--- src/rtl/tick_prescaler_pkg.sv ---
// Shared types and constants for the tick prescaler.
// Provides the FSM state enum and default divide settings.
package tick_prescaler_pkg;

  localparam int unsigned DIV_W_DEF = 24;
  localparam logic [DIV_W_DEF-1:0] DEFAULT_DIV_DEF = 24'd12_500_000;

  typedef enum logic [1:0] {
    IDLE = 2'd0,
    RUN  = 2'd1,
    STEP = 2'd2
  } state_t;

endpackage

--- src/rtl/tick_prescaler_rise_edge_detect.sv ---
// Rising-edge detector for a synchronous level input.
// Ports: clk, rst (sync, active high), d (level) -> pulse (d rose).
module rise_edge_detect
  import tick_prescaler_pkg::*;
(
  input  logic clk,
  input  logic rst,
  input  logic d,
  output logic pulse
);

  logic prev_q;
  logic prev_d;

  always_comb begin
    prev_d = d;
    pulse  = d & ~prev_q;
  end

  always_ff @(posedge clk) begin
    if (rst) begin
      prev_q <= 1'b0;
    end else begin
      prev_q <= prev_d;
    end
  end

endmodule

--- src/rtl/tick_prescaler.sv ---
// Clock prescaler producing a one-cycle tick enable with run/stop/step.
// Ports: clk, rst (sync high), run, step, div -> tick, running, phase.
// Define TICK_PRESCALER_STEP_EN to compile in single-step support.
module tick_prescaler
  import tick_prescaler_pkg::*;
#(
  parameter int unsigned DIV_W = DIV_W_DEF,
  parameter logic [DIV_W-1:0] DEFAULT_DIV = DIV_W'(DEFAULT_DIV_DEF)
) (
  input  logic             clk,
  input  logic             rst,
  input  logic             run,
  input  logic             step,
  input  logic [DIV_W-1:0] div,
  output logic             tick,
  output logic             running,
  output logic [DIV_W-1:0] phase
);

  localparam logic [DIV_W-1:0] ONE = DIV_W'(1);
  localparam logic [DIV_W-1:0] RST_RATIO =
    (DEFAULT_DIV == '0) ? ONE : DEFAULT_DIV;

  state_t           state_q, state_d;
  logic             tick_q, tick_d;
  logic             running_q, running_d;
  logic [DIV_W-1:0] phase_q, phase_d;
  logic [DIV_W-1:0] ratio_q, ratio_d;
  logic [DIV_W-1:0] div_eff;
  logic             wrap;
  logic             step_rise;

`ifdef TICK_PRESCALER_STEP_EN
  rise_edge_detect u_step_edge (
    .clk   (clk),
    .rst   (rst),
    .d     (step),
    .pulse (step_rise)
  );
`else
  logic unused_step;
  assign unused_step = step;
  assign step_rise   = 1'b0;
`endif

  assign div_eff = (div == '0) ? ONE : div;
  assign wrap    = (phase_q == ratio_q - ONE);

  always_comb begin
    state_d = state_q;
    tick_d  = 1'b0;
    phase_d = phase_q;
    ratio_d = ratio_q;
    unique case (state_q)
      IDLE: begin
        ratio_d = div_eff;
        phase_d = '0;
        if (run) begin
          // The sampling cycle counts as phase 0 of
          // the first period, so RUN starts at 1.
          state_d = RUN;
          if (div_eff == ONE) begin
            tick_d = 1'b1;
          end else begin
            phase_d = ONE;
          end
        end else if (step_rise) begin
          state_d = STEP;
          tick_d  = 1'b1;
        end
      end
      RUN: begin
        if (!run) begin
          state_d = IDLE;
          phase_d = '0;
        end else if (wrap) begin
          phase_d = '0;
          tick_d  = 1'b1;
          ratio_d = div_eff;
        end else begin
          phase_d = phase_q + ONE;
        end
      end
`ifdef TICK_PRESCALER_STEP_EN
      STEP: begin
        state_d = IDLE;
      end
`endif
      default: begin
        state_d = IDLE;
        phase_d = '0;
      end
    endcase
    running_d = (state_d == RUN);
  end

  always_ff @(posedge clk) begin
    if (rst) begin
      state_q   <= IDLE;
      tick_q    <= 1'b0;
      running_q <= 1'b0;
      phase_q   <= '0;
      ratio_q   <= RST_RATIO;
    end else begin
      state_q   <= state_d;
      tick_q    <= tick_d;
      running_q <= running_d;
      phase_q   <= phase_d;
      ratio_q   <= ratio_d;
    end
  end

  assign tick    = tick_q;
  assign running = running_q;
  assign phase   = phase_q;

endmodule

--- config.mk ---
export PLATFORM = sky130hd
export DESIGN_NAME = tick_prescaler
export DESIGN_NICKNAME = d
export VERILOG_FILES = /design/src/rtl/tick_prescaler_pkg.sv /design/src/rtl/tick_prescaler_rise_edge_detect.sv /design/src/rtl/tick_prescaler.sv
export SDC_FILE = /design/constraint.sdc
export NUM_CORES = 1
export LEC_CHECK = 0
export ABC_AREA = 1
export BUFFER_PORTS_ARGS = -buffer_cell sky130_fd_sc_hd__buf_2
export CAP_MARGIN = 20
export CORE_MARGIN = 2
export CORE_UTILIZATION = 30
export CTS_CLUSTER_SIZE = 20
export DETAILED_ROUTE_END_ITERATION = 7
export PLACE_DENSITY = 0.48
export SLEW_MARGIN = 15
export SYNTH_ARGS = -nofsm -noshare
export SYNTH_HDL_FRONTEND = slang
export SYNTH_HIERARCHICAL = 1
export SYNTH_SLANG_ARGS = --single-unit
--- constraint.sdc ---
create_clock -name clk -period 2.77 [get_ports clk]
set_clock_uncertainty 0.15 [all_clocks]
set_input_delay 0.554 -clock clk [delete_from_list [all_inputs] [get_ports clk]]
set_output_delay 0.554 -clock clk [all_outputs]
set_load 0.05 [all_outputs]
==> impl_metrics.sql <==
INSERT INTO impl_metrics (metric_group, metric, value, unit) VALUES
('sta', 'tightest_slew', '770', 'ps'),
('die', 'row_count', '38', ''),
('route', 'met3_length', '359', 'um'),
('critical_path', 'crit_type', 'reg -> reg', ''),
('power', 'internal_power', '1.15', 'mW'),
('route', 'post-route-drc-count', '0', ''),
('sta', 'relSlewSlack', '48.6', '%'),
('die', 'total_die_area', '11800', 'sq um'),
('sta', 'setup_repair_after_global_routing_missed_its_margin', 'false', ''),
('sta', 'timing_hold_violations_final', '0', ''),
('synth', 'syn_nets', '550', ''),
('finish', 'fill_cells', '1232', ''),
('critical_path', 'worstSetupEndpointType', 'flip-flop', ''),
('cts', 'cts_buffers', '5', ''),
('cts', 'cts_post_setup_buffers_inserted', '0', ''),
('route', 'number_of_vias_per_cell_after_detailed_routing', '4.56', ''),
('power', 'pwr_density_cell', '417', 'nW/um^2'),
('synth', 'netlist_area', '3290', 'sq um'),
('placement', 'gp_congestion', '0.867', ''),
('route', 'postRouteAntennaNets', '0', ''),
('sta', 'finalSetupViolCount', '0', ''),
('synth', 'synth_seq_cells', '52', ''),
('cts', 'tritoncts', 'yes', ''),
('cts', 'maximum_root_to_sink_buffer_count', '2', ''),
('placement', 'hpwl_after_detailed_placement', '7120', 'um'),
('grt', 'first_pass_grt_wire_length', '14600', 'um'),
('die', 'die_width', '109', 'um'),
('grt', 'grt_max_degree', '25', ''),
('route', 'detail_route.wirelength.met1', '4520', 'um'),
('grt', 'antenna_found_initial', '0', ''),
('synth', 'yosys_most_used_dff', 'sky130_fd_sc_hd__dfxtp_1', ''),
('synth', 'synth_compound_gate_area_share', '4.15', '%'),
('critical_path', 'cp.arrival', '2570', 'ps'),
('finish', 'design.final.nets', '605', ''),
('route', 'totalWireLength', '8840', 'um'),
('synth', 'synth_xor_xnor_area_share', '9.06', '%'),
('finish', 'multi_input_gate_area_in_the_final_layout', '1960', 'sq um'),
('die', 'initial_utilization', '30.6', '%'),
('cts', 'cts.clk_slew.worst_paths', '100', 'ps'),
('sta', 'min_period', '2510', 'ps'),
('route', 'routed-wl-met2', '3830', 'um'),
('cts', 'clock_latency', '310', 'ps'),
('cts', 'clock-root-buffer', 'sky130_fd_sc_hd__clkbuf_8', ''),
('die', 'dieHeight', '109', 'um'),
('run_status', 'status', 'finished, final reports clean', ''),
('critical_path', 'critical_path.slowest_cell', 'sky130_fd_sc_hd__dfxtp_1', ''),
('synth', 'multiplexer_share_of_the_synthesized_area', '0', '%'),
('route', 'via_count', '3264', ''),
('synth', 'post_synth_and_or_nand_nor_area_fraction', '45.0', '%'),
('finish', 'area.sequential', '1040', 'sq um'),
('critical_path', 'timing.critical_path.fanout_max', '12', ''),
('job', 'drv_cap', '0', ''),
('power', 'p_switching', '0.464', 'mW'),
('finish', 'area_growth', '17.4', '%'),
('finish', 'post_route_cells_drive_above_1_share', '16.3', '%'),
('critical_path', 'critPathRequiredTime', '2830', 'ps'),
('die', 'core_area', '10700', 'sq um'),
('grt', 'grt_pass1_vias', '2992', ''),
('critical_path', 'worst-path-buf-inv', '3', ''),
('synth', 'synth_adder_area_share', '0.761', '%'),
('placement', 'port_buffers', '52', ''),
('power', 'power.static_leakage', '1.77', 'nW'),
('critical_path', 'timing.critical_path.max_delay_family', 'simple AND/OR/NAND/NOR gates', ''),
('critical_path', 'critical_path_cell_list', 'inv_1 > ha_2 > inv_1 > nand2_1 > nand2_1 > nor2_1 > nand2_1 > nor2_1 > nand3_1 > nor2_2 > nand3_1 > nor2_4 > nand3_4 > buf_6 > a21oi_1 > nor2_1', ''),
('sta', 'min_period_over_period', '90.5', '%'),
('grt', 'grt_remaining_overflow', '0', ''),
('synth', 'largest_family_of_logic_cells_by_synthesized_area', 'simple AND/OR/NAND/NOR gates', ''),
('synth', 'syn_area_per_cell', '6.32', 'sq um'),
('synth', 'synthesis.instances', '520', ''),
('finish', 'antenna_cells_inserted', '0', ''),
('critical_path', 'critPathMaxStageDelay', '360', 'ps');
==> Yosys cell counts (2+ instances only) <==
library cell,count,area (sq um)
sky130_fd_sc_hd__nor2_4,3,33.8
sky130_fd_sc_hd__a21oi_1,13,65.1
sky130_fd_sc_hd__ha_1,2,25.0
sky130_fd_sc_hd__a31oi_1,2,12.5
sky130_fd_sc_hd__nand4_1,11,68.8
sky130_fd_sc_hd__xor2_1,18,158
sky130_fd_sc_hd__inv_1,62,233
sky130_fd_sc_hd__nor3b_1,3,22.5
sky130_fd_sc_hd__nand3_1,47,235
sky130_fd_sc_hd__buf_6,2,22.5
sky130_fd_sc_hd__inv_2,2,7.51
sky130_fd_sc_hd__nand2_2,3,18.8
sky130_fd_sc_hd__clkbuf_1,4,15.0
sky130_fd_sc_hd__or2_2,2,12.5
sky130_fd_sc_hd__nor4_1,6,37.5
sky130_fd_sc_hd__nor2_2,14,87.6
sky130_fd_sc_hd__nor3_1,6,30.0
sky130_fd_sc_hd__buf_2,5,25.0
sky130_fd_sc_hd__dfxtp_1,52,1040
sky130_fd_sc_hd__nand3b_1,8,60.1
sky130_fd_sc_hd__o21ai_0,9,45.0
sky130_fd_sc_hd__nand2_1,145,544
sky130_fd_sc_hd__xnor2_1,16,140
sky130_fd_sc_hd__nor2_1,80,300
==> tightest hold or removal path, delay by kind of cell <==
kind,cells,cell delay (ps)
buf+inv,1,90
simple gates,2,100
==> power by group through the flow <==
stage	clock, mW	sequential, mW	combinational [mW]
CTS	0.565	0.818	0.250
detailed placement	0	0.835	0.248
global route	0.587	0.824	0.289
global placement	0	0.835	0.245
floorplan	0	0.826	0.181
finish	0.543	0.819	0.249
==> cells by family (layout without fill, tap and decap cells) <==
kind of cell,Yosys count,count (layout)
compound gates,26,26
xor+xnor,34,34
fa+ha+maj,2,2
buf+inv,75,131
flops,52,52
other cells,1,1
simple gates,330,330
==> sequential cells by signal (all words and copies together), names as in the netlist <==
register / flops
phase: 24
ratio_q: 24
running: 1
state_q: 2
tick: 1
==> layer usage <==
metal  global-route usage (%)  up-vias
met5                        0        -
met4                     4.03        0
li1                         -     1740
met2                     24.6       58
met1                     22.3     1455
met3                     2.27       11
==> through the flow <==
| stage | hold WS [ps] | area, sq um | worst slack [ps] | std cells | total power [mW] |
|---|---|---|---|---|---|
| global placement | 302 | 3720 | 248 | 708 | 1.08 |
| finish | 297 | 3860 | 263 | 716 | 1.61 |
| global route | 304 | 3860 | 10.6 | 716 | 1.70 |
| detailed placement | 309 | 3720 | 208 | 708 | 1.08 |
| CTS | 295 | 3840 | 183 | 716 | 1.63 |
| floorplan | 286 | 3290 | 297 | 520 | 1.01 |
==> cell usage in the layout, fill, tap and decap left out, types with 3 or more instances in the layout <==
cell type,Yosys,routed
sky130_fd_sc_hd__nand3_1,47,47
sky130_fd_sc_hd__nor2_4,3,5
sky130_fd_sc_hd__xor2_1,18,18
sky130_fd_sc_hd__dfxtp_1,52,52
sky130_fd_sc_hd__buf_4,0,4
sky130_fd_sc_hd__o21ai_0,9,9
sky130_fd_sc_hd__nand3b_1,8,8
sky130_fd_sc_hd__clkbuf_8,0,5
sky130_fd_sc_hd__inv_1,62,62
sky130_fd_sc_hd__nor2_2,14,13
sky130_fd_sc_hd__nor2_1,80,79
sky130_fd_sc_hd__a21oi_1,13,13
sky130_fd_sc_hd__nand2_1,145,145
sky130_fd_sc_hd__nand4_1,11,11
sky130_fd_sc_hd__nor3b_1,3,3
sky130_fd_sc_hd__buf_2,5,52
sky130_fd_sc_hd__nor3_1,6,6
sky130_fd_sc_hd__nor4_1,6,6
sky130_fd_sc_hd__nand2_2,3,3
sky130_fd_sc_hd__xnor2_1,16,16
==> final timing paths <==
check        depth (start not counted)                       end                    start  slack, ps
max                                 16   ratio_q[9]$_SDFFE_PP0P_  ratio_q[1]$_SDFFE_PP0P_        260
min                                  3  ratio_q[23]$_SDFFE_PP1P_                  div[23]        300
max reg2reg                         16   ratio_q[9]$_SDFFE_PP0P_  ratio_q[1]$_SDFFE_PP0P_        260
min reg2reg                          1       phase[0]$_SDFF_PP0_    state_q[0]$_SDFF_PP0_        330
==> layout make-up <==
cell class                      instances  area share (%)
Clock buffer                            6            1.88
Clock inverter                          2            1.01
Inverter                               64            6.23
Multi-Input combinational cell        393            50.7
Sequential cell                        52            27.0
Tap cell                              140            4.54
Timing Repair Buffer                   59            8.63
==> repair_timing <==
item | CTS | global route
gates resized for setup | 0 | 6
setup endpoints to repair | 0 | 43
hold buffers | 0 | 0
No activity file was read; power rests on OpenSTA's default activity.
